$ cat config.mk
export PLATFORM = sky130hd
export DESIGN_NAME = serial_credit_accumulator
export DESIGN_NICKNAME = d
export VERILOG_FILES = /design/src/rtl/serial_credit_accumulator.sv
export SDC_FILE = /design/constraint.sdc
export NUM_CORES = 1
export LEC_CHECK = 0
export CAP_MARGIN = 20
export CORE_ASPECT_RATIO = 1.2
export CORE_MARGIN = 3
export CORE_UTILIZATION = 50
export DETAILED_ROUTE_END_ITERATION = 16
export PLACE_DENSITY_LB_ADDON = 0.2
export SLEW_MARGIN = 40
export SYNTH_ARGS = -nofsm -noshare
export SYNTH_HDL_FRONTEND = slang
export SYNTH_SLANG_ARGS = --single-unit
$ cat constraint.sdc
create_clock -name clk -period 2.9 [get_ports clk]
set_clock_uncertainty 0.1 [all_clocks]
set_input_delay 0.87 -clock clk [delete_from_list [all_inputs] [get_ports clk]]
set_output_delay 0.87 -clock clk [all_outputs]
set_load 0.01 [all_outputs]
$ cat src/rtl/serial_credit_accumulator.sv
// Coin-credit front end: adds each accepted coin into the credit register one bit per cycle, LSB first.
// Latency: WIDTH add cycles + 1 check cycle (+1 vend cycle); coin_ready is low whenever the FSM is not IDLE.

module half_adder (
  input  logic a_i,
  input  logic b_i,
  output logic s_o,
  output logic c_o
);
  assign s_o = a_i ^ b_i;
  assign c_o = a_i & b_i;
endmodule

module serial_credit_accumulator #(
  parameter int WIDTH = 8,
  parameter int PRICE = 75
) (
  input  logic             clk,
  input  logic             rst_n,
  input  logic             coin_valid,
  output logic             coin_ready,
  input  logic [WIDTH-1:0] coin_value,
  input  logic             cancel,
  output logic             busy,
  output logic [WIDTH-1:0] credit,
  output logic             vend,
  output logic             refund,
  output logic [WIDTH-1:0] refund_amount,
  output logic             overflow
);
  localparam int IW = (WIDTH > 1) ? $clog2(WIDTH) : 1;
  localparam logic [IW-1:0]    LAST_IDX = IW'(WIDTH - 1);
  localparam logic [WIDTH-1:0] PRICE_W  = WIDTH'(PRICE);

  typedef enum logic [1:0] {IDLE, ADD, CHECK, VEND} state_t;

  state_t            state_q, state_d;
  logic [WIDTH-1:0]  credit_q, credit_d;
  logic [WIDTH-1:0]  coin_q, coin_d;
  logic              carry_q, carry_d;
  logic [IW-1:0]     bit_idx_q, bit_idx_d;
  logic              vend_q, vend_d;
  logic              refund_q, refund_d;
  logic [WIDTH-1:0]  refund_amount_q, refund_amount_d;
  logic              overflow_q, overflow_d;

  // Full-adder slice: credit bit + coin bit, then + carry.
  logic s0, c0, sum_bit, c1, carry_out;

  half_adder u_ha0 (.a_i(credit_q[bit_idx_q]), .b_i(coin_q[0]), .s_o(s0),      .c_o(c0));
  half_adder u_ha1 (.a_i(s0),                  .b_i(carry_q),   .s_o(sum_bit), .c_o(c1));
  assign carry_out = c0 | c1;

  always_comb begin
    state_d         = state_q;
    credit_d        = credit_q;
    coin_d          = coin_q;
    carry_d         = carry_q;
    bit_idx_d       = bit_idx_q;
    vend_d          = 1'b0;
    refund_d        = 1'b0;
    refund_amount_d = '0;
    overflow_d      = overflow_q;
    case (state_q)
      IDLE: begin
        if (cancel) begin
          refund_d        = 1'b1;
          refund_amount_d = credit_q;
          credit_d        = '0;
        end else if (coin_valid) begin
          coin_d    = coin_value;
          carry_d   = 1'b0;
          bit_idx_d = '0;
          state_d   = ADD;
        end
      end
      ADD: begin
        credit_d[bit_idx_q] = sum_bit;
        coin_d              = coin_q >> 1;
        carry_d             = carry_out;
        if (bit_idx_q == LAST_IDX) begin
          bit_idx_d = '0;
          state_d   = CHECK;
          if (carry_out) begin
            credit_d   = '1;
            overflow_d = 1'b1;
          end
        end else begin
          bit_idx_d = bit_idx_q + 1'b1;
        end
      end
      CHECK: begin
        if (credit_q >= PRICE_W) begin
          state_d = VEND;
          vend_d  = 1'b1;
        end else begin
          state_d = IDLE;
        end
      end
      VEND: begin
        credit_d = '0;
        state_d  = IDLE;
      end
      default: state_d = IDLE;
    endcase
  end

  always_ff @(posedge clk or negedge rst_n) begin
    if (!rst_n) begin
      state_q         <= IDLE;
      credit_q        <= '0;
      coin_q          <= '0;
      carry_q         <= 1'b0;
      bit_idx_q       <= '0;
      vend_q          <= 1'b0;
      refund_q        <= 1'b0;
      refund_amount_q <= '0;
      overflow_q      <= 1'b0;
    end else begin
      state_q         <= state_d;
      credit_q        <= credit_d;
      coin_q          <= coin_d;
      carry_q         <= carry_d;
      bit_idx_q       <= bit_idx_d;
      vend_q          <= vend_d;
      refund_q        <= refund_d;
      refund_amount_q <= refund_amount_d;
      overflow_q      <= overflow_d;
    end
  end

  // rst_n gating keeps coin_ready low throughout reset even though state reads IDLE.
  assign coin_ready    = rst_n && (state_q == IDLE) && !cancel;
  assign busy          = rst_n && (state_q != IDLE);
  assign credit        = credit_q;
  assign vend          = vend_q;
  assign refund        = refund_q;
  assign refund_amount = refund_amount_q;
  assign overflow      = overflow_q;
endmodule

==> out/qor.json, run 1 <==
{
  "grt": {
    "number_of_global_route_vias_before_repair": 1260,
    "first_pass_grt_wire_length_mm": 5.644,
    "grt.total_usage_pct": 19.18,
    "global_route_congestion_overflow_total": 0,
    "grt_antenna_before_repair": 0,
    "largest_net_degree_at_the_start_of_global_routing": 34
  },
  "critical_path": {
    "path_class": "input pin to output pin",
    "crit_path_max_incr_delay_ns": 0.42,
    "crit_end": "coin_ready",
    "reg2reg_slack_ns": 0.43,
    "ff2ff_path_depth": 9,
    "critical-path-slowest-cell": "sky130_fd_sc_hd__clkdlybuf4s50_1",
    "cp_data_arrival_time_ns": 1.83,
    "cp_cell_sequence": "clkdlybuf4s50_1, nor4b_1, dlygate4sd2_1",
    "required_ns": 1.93,
    "critPathLaunchType": "input pin",
    "crit_start": "cancel",
    "worst_r2r_endpoint": "credit[1]$_DFFE_PN0P_",
    "worst_path_max_fanout": 2,
    "timing.critical_path.to_type": "output pin",
    "r2r_start": "bit_idx_q[0]$_DFFE_PN0P_"
  },
  "synthesis": {
    "synth.net_count": 163,
    "synth.area.mux_share_pct": 7.020,
    "yosysWarnings": 0,
    "synth_async_sr_flop_share_pct": 100.0,
    "post_synth_instance_area_um2": 1604,
    "synthDistinctLibCells": 39,
    "synth_seq_cells": 33,
    "synth_compound_gate_area_share_pct": 17.16,
    "synth_xor_xnor_area_share_pct": 0,
    "combinational_family_with_the_most_area_after_synthesis": "compound AO/OA/AOI/OAI gates",
    "syn-instance-count": 148,
    "post_synth.cell_area_avg_um2": 10.84,
    "yosys.area_share.adder_pct": 2.808,
    "ys.flop_type": "sky130_fd_sc_hd__dfrtp_1",
    "area_share_of_and_or_nand_nor_cells_after_synthesis_pct": 16.61,
    "portion_of_the_post_synthesis_area_used_by_sequential_elements_pct": 51.48,
    "synth_enable_flop_cells": 0
  },
  "finish": {
    "num_antenna_cells": 0,
    "syn_to_final_growth_pct": 26.99,
    "layoutNonFillerInstCount": 219,
    "multiInputGateArea_um2": 699.4,
    "number_of_nets_at_the_end_of_the_flow": 199,
    "post_layout_util_pct": 69.84,
    "layout.cells.most_common": "sky130_fd_sc_hd__dfrtp_1",
    "ff_latch_area_um2": 825.8,
    "fillers": 235,
    "final_layout_size_suffix_gt1_share_pct": 12.97,
    "mostFrequentLayoutCells": "33 x sky130_fd_sc_hd__dfrtp_1, 29 x sky130_fd_sc_hd__clkdlybuf4s50_1, 14 x sky130_fd_sc_hd__o21ai_0"
  },
  "sta": {
    "finalCriticalPeriod_ns": 2.798,
    "tightestPinTransition_ns": 0.4720,
    "timing.fmax_mhz": 357.4,
    "tns_ns": 0,
    "setup_violations": 0,
    "final-hold-violation-count": 0,
    "fin_hold_ws_ns": 0.3738,
    "slew_violations": 0,
    "grt_setup_unrepaired": "false",
    "worst_slew_margin_rel_pct": 68.53,
    "setup_slack_ns": 0.1022,
    "min_period_over_period_pct": 96.48
  },
  "routing": {
    "drt_drc_violations_left": 0,
    "route.detailed.vias_per_inst": 5.886,
    "routedWlPerCell_um": 15.85,
    "detail_route.first_pass.iterations": 4,
    "detail_route.iter0.violations": 58,
    "post_route_ant_nets": 0,
    "routed_vias": 1289,
    "wl_mm": 3.471
  },
  "clocking": {
    "post-cts-setup-buffers": 0,
    "cts_tree": "built",
    "clock_tree.root_cell": "sky130_fd_sc_hd__clkbuf_4",
    "htreeDepth": 2,
    "insertion_delay_ns": 0.33,
    "cts-hold-fix-buffers": 0,
    "clk_pin_slew_worst_paths_ns": 0.10,
    "clock_path_buffers": 2,
    "cts_sinks": 33,
    "cts_buffers": 5
  },
  "power": {
    "sw_frac_of_total_pct": 37.52,
    "power.net_switching_uw": 751.6,
    "vdd_ir_drop_max_v": 0.0005343,
    "p_int_uw": 1252,
    "clk_network_pwr_share_pct": 17.7,
    "powerDensity_nw_per_um2": 983.4,
    "combPwrFrac_pct": 43.8,
    "power.sequential.fraction_pct": 38.5,
    "p_leak_uw": 0.0009729
  },
  "hold_path": {
    "timing.hold.worst.start": "overflow$_DFFE_PN0P_",
    "hold_crit_path_type": "flop to flop"
  },
  "floorplanning": {
    "die-width_um": 57.71,
    "placement_rows": 21,
    "design.portCount": 33,
    "core_region_area_um2": 2917,
    "start_util_pct": 55.00,
    "die_y_um": 68.05,
    "die_area_um2": 3927
  },
  "placed_design": {
    "port-buffer-count": 32,
    "placement.setup.worst_slack_ns": -0.3466,
    "weighted_congestion_at_the_end_of_routability_driven_global_placement": 0.9133,
    "post-place-cells": 211,
    "detailed_place_hpwl_mm": 2.523
  },
  "flow_run": {
    "cap_violations": 0
  },
  "run_status": {
    "outcome": "completed"
  }
}
[sequential cells by signal (all words and copies together), names as in the netlist]
signal         flops
refund             1
state_q            2
bit_idx_q          3
refund_amount      8
credit             8
coin_q             8
carry_q            1
vend               1
overflow           1
[synth_stat cells (3+ instances only)]
master	n	area, µm²
sky130_fd_sc_hd__o21ai_1	7	35.03
sky130_fd_sc_hd__nor2_1	6	22.52
sky130_fd_sc_hd__dfrtp_1	33	825.8
sky130_fd_sc_hd__a31o_2	3	26.28
sky130_fd_sc_hd__buf_4	4	30.03
sky130_fd_sc_hd__o211ai_1	3	22.52
sky130_fd_sc_hd__nand2b_1	4	25.02
sky130_fd_sc_hd__o21ai_0	14	70.07
sky130_fd_sc_hd__a22o_1	3	26.28
sky130_fd_sc_hd__mux2i_1	9	90.09
sky130_fd_sc_hd__nand2_1	11	41.29
sky130_fd_sc_hd__buf_2	3	15.01
sky130_fd_sc_hd__and3_1	9	56.30
sky130_fd_sc_hd__nand3_1	6	30.03
[power groups by stage]
stage / logic (µW) / clock network (µW) / registers, µW
2_1_floorplan: 645 / 0 / 735
3_3_place_gp: 842 / 0 / 769
3_5_place_dp: 877 / 0 / 779
4_1_cts: 881 / 362 / 770
5_1_grt: 971 / 376 / 795
6_report: 877 / 355 / 771
[critical path, delay by kind of cell]
kind / cells / cell delay (ns)
buffers and inverters: 2 / 0.73
AND/OR/NAND/NOR: 1 / 0.23
[final cells by class]
type                            count  share of cell area [%]
Tap cell                           34                   2.088
Sequential cell                    33                   40.54
Multi-Input combinational cell    103                   34.34
Timing Repair Buffer               40                   18.67
Clock buffer                        7                   2.703
Inverter                            1                  0.1843
Clock inverter                      1                   1.474
[how the worst min path moves through the flow]
stage | cells after the start | endpoint | slack (ns)
floorplan | 2 | coin_q[7]$_DFFE_PN0P_ | 0.35
global placement | 1 | overflow$_DFFE_PN0P_ | 0.35
finish | 1 | overflow$_DFFE_PN0P_ | 0.37
detailed placement | 1 | overflow$_DFFE_PN0P_ | 0.35
global route | 1 | overflow$_DFFE_PN0P_ | 0.42
CTS | 1 | overflow$_DFFE_PN0P_ | 0.38
[layer usage]
layer | vias up | track usage (%) | part of all wire, %
met5 | - | 0 | 0
met4 | 0 | 10.43 | 2.0
met3 | 10 | 4.340 | 6.5
met2 | 50 | 34.04 | 52
met1 | 622 | 21.26 | 39
li1 | 607 | - | -
[kinds of logic after synthesis]
logic type                 after synthesis
and+or+nand+nor                         47
muxes                                   11
adders and majority gates                3
buffers and inverters                   12
DFF                                     33
AOI/OAI and AO/OA                       42
[through the flow]
step	area, µm²	power (µW)
floorplan	1604	1381
global placement	1952	1611
detailed placement	1952	1656
CTS	2034	2013
global route	2037	2142
finish	2037	2003
[what timing repair did]
| item | CTS | global route |
|---|---|---|
| resized for setup | 2 | 1 |
| cloned | 0 | 0 |
| endpoints found under the setup margin | 2 | 1 |
No activity file was read; power rests on OpenSTA's default activity.
==> inputs of run 2 (changes only) <==
--- a/config.mk
+++ b/config.mk
@@ -8,7 +8,7 @@
 export CAP_MARGIN = 20
 export CORE_ASPECT_RATIO = 1.2
 export CORE_MARGIN = 3
-export CORE_UTILIZATION = 50
+export CORE_UTILIZATION = 54
 export DETAILED_ROUTE_END_ITERATION = 16
 export PLACE_DENSITY_LB_ADDON = 0.2
 export SLEW_MARGIN = 40
==> constraint.sdc (replaced) <==
create_clock -name clk -period 3.6 [get_ports clk]
set_clock_uncertainty 0.1 [all_clocks]
set_input_delay 1.08 -clock clk [delete_from_list [all_inputs] [get_ports clk]]
set_output_delay 1.08 -clock clk [all_outputs]
set_load 0.01 [all_outputs]
==> run 2 against run 1 <==
Effect of this change: global-route usage shrank 0.42 points; design area fell by 2.9%; largest power group is now sequential cells; via count down 4.0%; sequential power shrank 15%; critical endpoint is now busy; clock power shrank 46%; sequential share of layout area rose by 1.2 points; non-clock buffer count fell by 3; worst setup slack improved by 0.012 ns; combinational power decreased by 27%.
==> out/qor.json, run 2 (same netlist as run 1, synthesis figures left out) <==
{
  "placed_design": {
    "port-buffer-count": {"value": 32, "change": "unchanged"},
    "post_place_instance_area": {"value": 1929, "unit": "µm²", "change": "was 1952 µm²"},
    "detailed_place_hpwl": {"value": 2.293, "unit": "mm", "change": "was 2.523 mm"},
    "placement.setup.worst_slack": {"value": -0.01508, "unit": "ns", "change": "was -0.3466 ns"},
    "post-place-cells": {"value": 208, "change": "was 211"},
    "weighted_congestion_at_the_end_of_routability_driven_global_placement": {"value": 0.9230, "change": "was 0.9133"}
  },
  "finish": {
    "final_layout_size_suffix_gt1_share": {"value": 10.44, "unit": "%", "change": "was 12.97%"},
    "num_antenna_cells": {"value": 0, "change": "unchanged"},
    "number_of_nets_at_the_end_of_the_flow": {"value": 196, "change": "was 199"},
    "final_cell_area": {"value": 1977, "unit": "µm²", "change": "was 2037 µm²"},
    "layout.cells.most_common": {"value": "sky130_fd_sc_hd__dfrtp_1", "change": "unchanged"},
    "syn_to_final_growth": {"value": 23.25, "unit": "%", "change": "was 26.99%"},
    "mostFrequentLayoutCells": {"value": "33 x sky130_fd_sc_hd__dfrtp_1, 31 x sky130_fd_sc_hd__clkdlybuf4s50_1, 14 x sky130_fd_sc_hd__o21ai_0", "change": "was 33 x sky130_fd_sc_hd__dfrtp_1, 29 x sky130_fd_sc_hd__clkdlybuf4s50_1, 14 x sky130_fd_sc_hd__o21ai_0"},
    "layoutNonFillerInstCount": {"value": 216, "change": "was 219"}
  },
  "critical_path": {
    "critPathLaunchType": {"value": "input pin", "change": "unchanged"},
    "worst_r2r_endpoint": {"value": "credit[1]$_DFFE_PN0P_", "change": "unchanged"},
    "ff2ff_path_depth": {"value": 7, "change": "was 9"},
    "required": {"value": 2.42, "unit": "ns", "change": "was 1.93 ns"},
    "path_class": {"value": "input pin to output pin", "change": "unchanged"},
    "crit_end": {"value": "busy", "change": "was coin_ready"},
    "worst_path_dominant_cell_family": {"value": "buffers and inverters", "change": "unchanged"},
    "timing.critical_path.buf_inv": {"value": 2, "change": "unchanged"},
    "r2r_start": {"value": "bit_idx_q[0]$_DFFE_PN0P_", "change": "unchanged"},
    "crit_path_max_incr_delay": {"value": 0.54, "unit": "ns", "change": "was 0.42 ns"},
    "crit_start": {"value": "rst_n", "change": "was cancel"},
    "timing.critical_path.to_type": {"value": "output pin", "change": "unchanged"},
    "critical-path-slowest-cell": {"value": "sky130_fd_sc_hd__clkdlybuf4s50_1", "change": "unchanged"},
    "worst_path_max_fanout": {"value": 4, "change": "was 2"},
    "critical_path.most_common_cell": "sky130_fd_sc_hd__clkdlybuf4s50_1",
    "critical_path_depth": {"value": 3, "change": "unchanged"},
    "cp_data_arrival_time": {"value": 2.31, "unit": "ns", "change": "was 1.83 ns"},
    "cp_cell_sequence": {"value": "clkdlybuf4s50_1, nor2b_1, clkdlybuf4s50_1", "change": "was clkdlybuf4s50_1, nor4b_1, dlygate4sd2_1"},
    "reg2reg_slack": {"value": 1.03, "unit": "ns", "change": "was 0.43 ns"}
  },
  "sta": {
    "setup_slack": {"value": 0.1138, "unit": "ns", "change": "was 0.1022 ns"},
    "timing.fmax_mhz": 286.8,
    "grt_setup_unrepaired": {"value": "false", "change": "unchanged"},
    "finalCriticalPeriod_ns": 3.486,
    "tightestPinTransition": {"value": 0.5370, "unit": "ns", "change": "was 0.4720 ns"},
    "slew_violations": {"value": 0, "change": "unchanged"},
    "setup_violations": {"value": 0, "change": "unchanged"},
    "worst_slew_margin_rel": {"value": 64.20, "unit": "%", "change": "was 68.53%"},
    "fin_hold_ws": {"value": 0.3798, "unit": "ns", "change": "was 0.3738 ns"},
    "tns": {"value": 0, "unit": "ns", "change": "unchanged"},
    "min_period_over_period_pct": 96.84,
    "final-hold-violation-count": {"value": 0, "change": "unchanged"}
  },
  "clocking": {
    "insertion_delay": {"value": 0.33, "unit": "ns", "change": "about the same"},
    "clock_tree.root_cell": {"value": "sky130_fd_sc_hd__clkbuf_4", "change": "unchanged"},
    "cts_sinks": {"value": 33, "change": "unchanged"},
    "clock_path_buffers": {"value": 2, "change": "unchanged"},
    "cts_tree": {"value": "built", "change": "unchanged"},
    "cts_buffers": {"value": 5, "change": "unchanged"},
    "cts-hold-fix-buffers": {"value": 0, "change": "unchanged"},
    "clk_pin_slew_worst_paths": {"value": 0.09, "unit": "ns", "change": "was 0.10 ns"},
    "htreeDepth": {"value": 2, "change": "unchanged"}
  },
  "routing": {
    "detail_route.iter0.violations": {"value": 37, "change": "was 58"},
    "route.detailed.vias_per_inst": {"value": 5.731, "change": "was 5.886"},
    "routedWlPerCell": {"value": 14.55, "unit": "µm", "change": "was 15.85 µm"},
    "wl": {"value": 3.143, "unit": "mm", "change": "was 3.471 mm"},
    "routed_vias": {"value": 1238, "change": "was 1289"},
    "drt_drc_violations_left": {"value": 0, "change": "unchanged"},
    "post_route_ant_nets": {"value": 0, "change": "unchanged"},
    "detail_route.first_pass.iterations": {"value": 4, "change": "unchanged"}
  },
  "floorplanning": {
    "placement_rows": {"value": 21, "change": "unchanged"},
    "die_y": {"value": 65.71, "unit": "µm", "change": "was 68.05 µm"},
    "core_region_area": {"value": 2811, "unit": "µm²", "change": "was 2917 µm²"},
    "die-width": {"value": 55.76, "unit": "µm", "change": "was 57.71 µm"},
    "die_area": {"value": 3663, "unit": "µm²", "change": "was 3927 µm²"},
    "start_util": {"value": 57.05, "unit": "%", "change": "was 55.00%"},
    "design.portCount": {"value": 33, "change": "unchanged"}
  },
  "grt": {
    "grt_antenna_before_repair": {"value": 0, "change": "unchanged"},
    "number_of_global_route_vias_before_repair": {"value": 1157, "change": "was 1260"},
    "global_route_congestion_overflow_total": {"value": 0, "change": "unchanged"},
    "grt.total_usage": {"value": 18.76, "unit": "%", "change": "was 19.18%"},
    "first_pass_grt_wire_length": {"value": 5.209, "unit": "mm", "change": "was 5.644 mm"},
    "largest_net_degree_at_the_start_of_global_routing": {"value": 21, "change": "was 34"}
  },
  "power": {
    "sw_frac_of_total": {"value": 39.05, "unit": "%", "change": "was 37.52%"},
    "power.net_switching": {"value": 579.3, "unit": "µW", "change": "was 751.6 µW"},
    "clk_network_pwr_share": {"value": 12.8, "unit": "%", "change": "was 17.7%"},
    "combPwrFrac": {"value": 42.9, "unit": "%", "change": "was 43.8%"},
    "power.sequential.fraction": {"value": 44.3, "unit": "%", "change": "was 38.5%"},
    "p_leak": {"value": 0.0009245, "unit": "µW", "change": "was 0.0009729 µW"},
    "p_int": {"value": 904.1, "unit": "µW", "change": "was 1252 µW"},
    "vdd_ir_drop_max": {"value": 0.0005217, "unit": "V", "change": "was 0.0005343 V"},
    "powerDensity": {"value": 750.4, "unit": "nW/µm²", "change": "was 983.4 nW/µm²"}
  },
  "hold_path": {
    "hold_crit_path_type": {"value": "flop to flop", "change": "unchanged"}
  },
  "flow_run": {
    "cap_violations": {"value": 0, "change": "unchanged"}
  },
  "run_status": {
    "outcome": {"value": "completed", "change": "unchanged"}
  }
}
run 2: through the flow:
stage | power, µW | utilization (%)
3_5_place_dp | 1305 | 68.62
6_report | 1483 | 70.32
3_3_place_gp | 1277 | 68.62
5_1_grt | 1606 | 70.32
2_1_floorplan | 1112 | -
4_1_cts | 1498 | 70.32
run 2: worst min path at each step:
stage / endpoint / cells past startpoint / start
2_1_floorplan: coin_q[7]$_DFFE_PN0P_ / 2 / coin_q[7]$_DFFE_PN0P_
3_3_place_gp: overflow$_DFFE_PN0P_ / 1 / overflow$_DFFE_PN0P_
3_5_place_dp: overflow$_DFFE_PN0P_ / 1 / overflow$_DFFE_PN0P_
4_1_cts: overflow$_DFFE_PN0P_ / 1 / overflow$_DFFE_PN0P_
5_1_grt: overflow$_DFFE_PN0P_ / 1 / overflow$_DFFE_PN0P_
6_report: overflow$_DFFE_PN0P_ / 1 / overflow$_DFFE_PN0P_
run 2: routing by layer:
layer / share of wire, % / vias up / global-route usage (%) / routed length (µm)
li1: - / 601 / - / -
met1: 42 / 593 / 20.66 / 1334
met2: 51 / 39 / 32.25 / 1614
met3: 4.9 / 5 / 4.715 / 155
met4: 1.2 / 0 / 11.85 / 38
met5: 0 / - / 0 / 0
run 2: worst reg2reg max path: cells and delay by family, from the launching register on:
kind | cells | cell delay, ns
mux | 1 | 0.40
fa+ha+maj | 1 | 0.48
simple gates | 1 | 0.18
compound gates | 4 | 0.62
flops | 1 | 0.69
run 2: final cells by class:
| class | count | area, µm² |
|---|---|---|
| flip-flops and latches | 33 | 825.8 |
| fillers | 225 | 834.6 |
| clock buffers | 8 | 48.80 |
| repair buffers | 37 | 356.6 |
| inverters | 1 | 3.754 |
| well taps | 34 | 42.54 |
| multi-input cells | 103 | 699.4 |
run 2: power groups by stage:
| stage | clock network (µW) | logic, µW | registers [µW] |
|---|---|---|---|
| after floorplan | 0 | 520 | 592 |
| after global placement | 0 | 622 | 655 |
| after detailed placement | 0 | 644 | 662 |
| after CTS | 198 | 646 | 653 |
| after global routing | 217 | 710 | 679 |
| final | 190 | 637 | 657 |
run 2: repair_timing:
item,in CTS,in global routing
setup endpoints to repair,1,0
buffers inserted,0,0
resized for setup,1,0
